File: config.mk
export PLATFORM = sky130hd
export DESIGN_NAME = power_seq_ctrl
export DESIGN_NICKNAME = d
export VERILOG_FILES = /design/src/rtl/power_seq_ctrl.sv
export SDC_FILE = /design/constraint.sdc
export NUM_CORES = 1
export LEC_CHECK = 0
export ABC_AREA = 1
export BUFFER_PORTS_ARGS = -buffer_cell sky130_fd_sc_hd__buf_2
export CELL_PAD_IN_SITES_DETAIL_PLACEMENT = 0
export CELL_PAD_IN_SITES_GLOBAL_PLACEMENT = 1
export CORE_AREA = 3 3 67 69
export DETAILED_ROUTE_END_ITERATION = 12
export DIE_AREA = 0 0 70 72
export PLACE_DENSITY_LB_ADDON = 0.1
export SLEW_MARGIN = 10
export SYNTH_ARGS = -nofsm -noshare
export SYNTH_HDL_FRONTEND = slang
export SYNTH_SLANG_ARGS = --single-unit
File: constraint.sdc
create_clock -name clk -period 4.2 [get_ports clk]
set_clock_uncertainty 0.05 [all_clocks]
set_input_delay 0.84 -clock clk [delete_from_list [all_inputs] [get_ports clk]]
set_output_delay 0.84 -clock clk [all_outputs]
set_load 0.03 [all_outputs]
File: src/rtl/power_seq_ctrl.sv
// Power sequencer: gates the CPU clock and drives low-power hooks through RUN/DRAIN/SLEEP/WAKE.
// Optional self-wake from SLEEP after AUTOWAKE_CYCLES is built when POWER_SEQ_AUTOWAKE_EN is defined.
module power_seq_ctrl #(
    parameter int unsigned SLEEP_DELAY     = 4,
    parameter int unsigned WAKE_SETTLE     = 16,
    parameter int unsigned AUTOWAKE_CYCLES = 1000
) (
    input  logic        clk,
    input  logic        rst,
    input  logic        wfi,
    input  logic        data_clk_stall,
    input  logic        wake_evt,
    output logic        proc_clk_en,
    output logic        mem_sleep,
    output logic        osc_lowpower,
    output logic        wake_ack,
    output logic [1:0]  state,
    output logic [15:0] sleep_cycles
);

    localparam int unsigned CNT_MAX = (SLEEP_DELAY > WAKE_SETTLE) ? SLEEP_DELAY : WAKE_SETTLE;
    localparam int unsigned CNT_W   = $clog2(CNT_MAX + 1);
    localparam int unsigned SLP_W   = 16;

    localparam logic [1:0] ST_RUN   = 2'd0;
    localparam logic [1:0] ST_DRAIN = 2'd1;
    localparam logic [1:0] ST_SLEEP = 2'd2;
    localparam logic [1:0] ST_WAKE  = 2'd3;

    if (SLEEP_DELAY < 1 || WAKE_SETTLE < 1 || AUTOWAKE_CYCLES < 1) begin : g_param_check
        $error("power_seq_ctrl: SLEEP_DELAY, WAKE_SETTLE and AUTOWAKE_CYCLES must be >= 1");
    end

    logic [1:0]       state_q, state_d;
    logic [CNT_W-1:0] cnt_q, cnt_d;
    logic [SLP_W-1:0] slp_q, slp_d;
    logic             wake_ack_q, wake_ack_d;
    logic             lowpwr_q;
    logic             autowake_c;

`ifdef POWER_SEQ_AUTOWAKE_EN
    assign autowake_c = (slp_q == SLP_W'(AUTOWAKE_CYCLES - 1));
`else
    assign autowake_c = 1'b0;
`endif

    // Next-state: shared down-counter times both DRAIN and WAKE
    always_comb begin
        state_d    = state_q;
        cnt_d      = cnt_q;
        slp_d      = slp_q;
        wake_ack_d = 1'b0;
        case (state_q)
            ST_RUN: begin
                // A wfi still high in the wake_ack cycle is stale and must not re-enter sleep
                if (wfi && !wake_evt && !wake_ack_q) begin
                    state_d = ST_DRAIN;
                    cnt_d   = CNT_W'(SLEEP_DELAY - 1);
                end
            end
            ST_DRAIN: begin
                if (wake_evt) begin
                    state_d = ST_RUN;
                end else if (data_clk_stall) begin
                    cnt_d = cnt_q;
                end else if (cnt_q == '0) begin
                    state_d = ST_SLEEP;
                    slp_d   = '0;
                end else begin
                    cnt_d = cnt_q - CNT_W'(1);
                end
            end
            ST_SLEEP: begin
                if (wake_evt || autowake_c) begin
                    state_d = ST_WAKE;
                    cnt_d   = CNT_W'(WAKE_SETTLE - 1);
                end else if (slp_q != {SLP_W{1'b1}}) begin
                    slp_d = slp_q + SLP_W'(1);
                end
            end
            ST_WAKE: begin
                if (cnt_q == '0) begin
                    state_d    = ST_RUN;
                    wake_ack_d = 1'b1;
                end else begin
                    cnt_d = cnt_q - CNT_W'(1);
                end
            end
            default: state_d = ST_RUN;
        endcase
    end

    always_ff @(posedge clk or posedge rst) begin
        if (rst) begin
            state_q    <= ST_RUN;
            cnt_q      <= '0;
            slp_q      <= '0;
            wake_ack_q <= 1'b0;
            lowpwr_q   <= 1'b0;
        end else begin
            state_q    <= state_d;
            cnt_q      <= cnt_d;
            slp_q      <= slp_d;
            wake_ack_q <= wake_ack_d;
            lowpwr_q   <= (state_d == ST_SLEEP);
        end
    end

    // Stall gating is combinational so the CPU freezes in the same cycle
    assign proc_clk_en  = (state_q == ST_RUN) & ~data_clk_stall & ~rst;
    assign mem_sleep    = lowpwr_q;
    assign osc_lowpower = lowpwr_q;
    assign wake_ack     = wake_ack_q;
    assign state        = state_q;
    assign sleep_cycles = slp_q;

endmodule

==> impl_metrics.tcl <==
set metrics [dict create \
    track_usage_pct 15.5 \
    yosysTopAreaCell "dfrtp_1" \
    rr_startpoint "cnt_q[0]$_DFFE_PP0P_" \
    hold_buffers 0 \
    avgSynthCellArea_sq_um 6.78 \
    critPathKind "in -> out" \
    drt_iter0_markers 40 \
    grt_pass1_vias 1356 \
    fillers 428 \
    max-cap-violations 0 \
    fin_nets 278 \
    fmaxAchievable_mhz 441 \
    ys.flop_type "dfrtp_1" \
    die_x_microns 70 \
    dieArea_sq_mm 0.00504 \
    cts_tree "yes" \
    synth_edf_count 0 \
    status "completed" \
    cts_sinks 25 \
    postCtsSetupRepairBufs 0 \
    max-vdd-ir-drop_uv 220 \
    insertion_delay_ns 0.28 \
    cp_data_required_time_ns 3.31 \
    met1_usage_pct 19.9 \
    synth-adder-area-share_pct 1.52 \
    clk_path_buf_depth 2 \
    grt_max_degree 26 \
    tightest_slew_ns 0.987 \
    synth_simple_gate_area_share_pct 41.7 \
    vias 1522 \
    port_buffers 26 \
    drt_wl_total_mm 3.74 \
    yosysUniqueCellTypes 27 \
    cts_made_buffers 3 \
    dieHeight_microns 72 \
    final_hold_viol_count 0 \
    synth_area_leaders "dfrtp_1 38%, nand2_1 21%, nor2_1 8.2%, nand3_1 4.9%, inv_1 4.3%" \
    cp_data_arrival_time_ns 1.38 \
    p_leak_nw 0.994 \
    area_growth_syn_to_layout_pct 12.8 \
    drive_gt1_share_pct 18.5 \
    finalCriticalPeriod_ns 2.27 \
    path_clk_slew_ns 0.10 \
    yosysWarnings 0 \
    first_pass_iters 4 \
    placed_area_sq_mm 0.00181 \
    timing.setup.tns_ns 0 \
    rsz0062_at_grt "false" \
    crit_path_end_kind "output port" \
    finish.instance_area_sq_mm 0.00186 \
    via_per_inst 4.76 \
    powerDensity_mw_per_mm2 481 \
    synth.cell_area_sq_mm 0.00165 \
    rows 23 \
    grt_overflow 0 \
    maxSlewViolCount 0 \
    initial_utilization_pct 41.5 \
    syn_nets 250 \
    drc 0 \
    max-slew-margin-rel_pct 34.1 \
    cp_max_fo 2 \
    grt_pass1_wl_mm 6.32 \
    async_flop_share_pct 100 \
    synth-compound-area-share_pct 4.86 \
    setup_viol 0 \
    dp_hpwl_mm 2.78 \
    startpoint "data_clk_stall" \
    synth_xor_xnor_area_share_pct 5.85 \
    wl_per_cell_microns 11.7 \
    postRouteAntennaNets 0 \
    ios 27 \
    synth_top_cell_area_share_pct 38.0 \
    hold_start "cnt_q[4]$_DFFE_PP0P_" \
    fin_crit_sh_pct 54.0 \
    hp-class "reg -> reg" \
    grt_use_met2_pct 27.1 \
    ctsRootBufferMaster "clkbuf_8" \
    synth_top_family_by_area "simple AND/OR/NAND/NOR gates" \
    met3_usage_pct 1.66 \
    cts_resized 0 \
    routabilityCongestion 0.742 \
    antennaDiodeCount 0 \
    grt_antenna_before_repair 0 \
    syn-instance-count 243 \
    grt.busiest_layer "met2" \
    yosysSeqAreaShare_pct 38.0 \
    muxShareOfSynthArea_pct 0 \
    htree_levels 1 \
    core_sq_mm 0.00397 \
    ys_ff_latch 25 \
    cp-start-kind "input pin" \
]
==> cell families (layout without fill, tap and decap cells) <==
| group | after synthesis | in the layout |
|---|---|---|
| compound gates | 14 | 14 |
| xor+xnor | 11 | 11 |
| fa+ha+maj | 2 | 2 |
| buf+inv | 31 | 58 |
| flops | 25 | 25 |
| simple gates | 160 | 160 |
==> through the flow <==
step / worst slack, ns / utilization (%) / cells / total power [mW] / hold slack (ns)
3_3_place_gp: 1.94 / 45.6 / 316 / 0.749 / 0.449
4_1_cts: 1.93 / 46.8 / 320 / 0.903 / 0.493
2_1_floorplan: 1.52 / - / 243 / 0.660 / 0.431
5_1_grt: 1.89 / 46.8 / 320 / 0.968 / 0.529
3_5_place_dp: 1.93 / 45.6 / 316 / 0.750 / 0.470
6_report: 1.93 / 46.8 / 320 / 0.894 / 0.487
==> sequential cells by signal, summed over array words and instances, names as in the netlist <==
name and flops:
mem_sleep 1, cnt_q 5, state 2, wake_ack 1, sleep_cycles 16
==> cell usage after synthesis, types with 2 or more instances <==
cell	number
xnor2_1	3
xor2_1	8
ha_1	2
nand4_1	3
inv_2	9
nand2_1	91
nand3b_1	2
o21ai_1	4
nand3_2	2
nand2_4	2
nand3_1	16
o21ai_0	5
o21bai_1	2
inv_1	19
nor2_1	36
dfrtp_1	25
nor2_2	3
nand2_2	2
==> worst max-delay path: stages <==
cell and delay, ns:
buf_2 0.10, nor4_1 0.20, buf_2 0.24
==> power breakdown <==
group / total (mW) / switching, mW / internal (mW)
Sequential: 0.322 / 0.0410 / 0.281
Combinational: 0.418 / 0.300 / 0.118
Clock: 0.154 / 0.0871 / 0.0668
==> path summary, 6_finish.rpt <==
check	cells past startpoint	to	slack, ns
min	2	cnt_q[4]$_DFFE_PP0P_	0.49
min in group asynchronous	2	wake_ack$_DFF_PP0_	0.73
max reg2reg	10	sleep_cycles[11]$_DFFE_PP0P_	2.40
max in group asynchronous	2	sleep_cycles[8]$_DFFE_PP0P_	2.77
max	3	proc_clk_en	1.93
min reg2reg	2	cnt_q[4]$_DFFE_PP0P_	0.49
==> area by class of cell <==
class | instances | area, sq um | share of cell area (%)
clock buffers | 3 | 41.3 | 2.22
multi-input cells | 187 | 888 | 47.8
well taps | 50 | 62.6 | 3.37
inverters | 28 | 105 | 5.66
flip-flops and latches | 25 | 626 | 33.7
clock inverters | 1 | 5.00 | 0.269
repair buffers | 26 | 130 | 7.00
==> cells in the final DEF (no fill, tap or decap) <==
master / synthesis / routed
ha_1: 2 / 2
nand4_1: 3 / 3
nor2_4: 1 / 1
nand3_1: 16 / 16
nand3b_1: 2 / 2
nand2_2: 2 / 2
nor2_1: 36 / 36
inv_2: 9 / 9
dfrtp_1: 25 / 25
nor4_1: 1 / 1
a31oi_1: 1 / 1
nor3_1: 1 / 1
nand2_4: 2 / 2
a21oi_2: 1 / 1
o21bai_1: 2 / 2
nand3_2: 2 / 2
buf_2: 1 / 26
xor2_1: 8 / 8
o21ai_1: 4 / 4
a21oi_1: 1 / 1
clkbuf_8: 0 / 3
nand2_1: 91 / 91
inv_1: 19 / 19
o21ai_0: 5 / 5
nor2_2: 3 / 3
clkinv_2: 0 / 1
xnor2_1: 3 / 3
==> layer usage <==
metal  vias up  share of wire (%)
li1        803                  -
met1       687                 47
met2        27                 49
met3         5                3.1
met4         0                1.5
met5         -                  0
(Power assumes the default switching activity.)
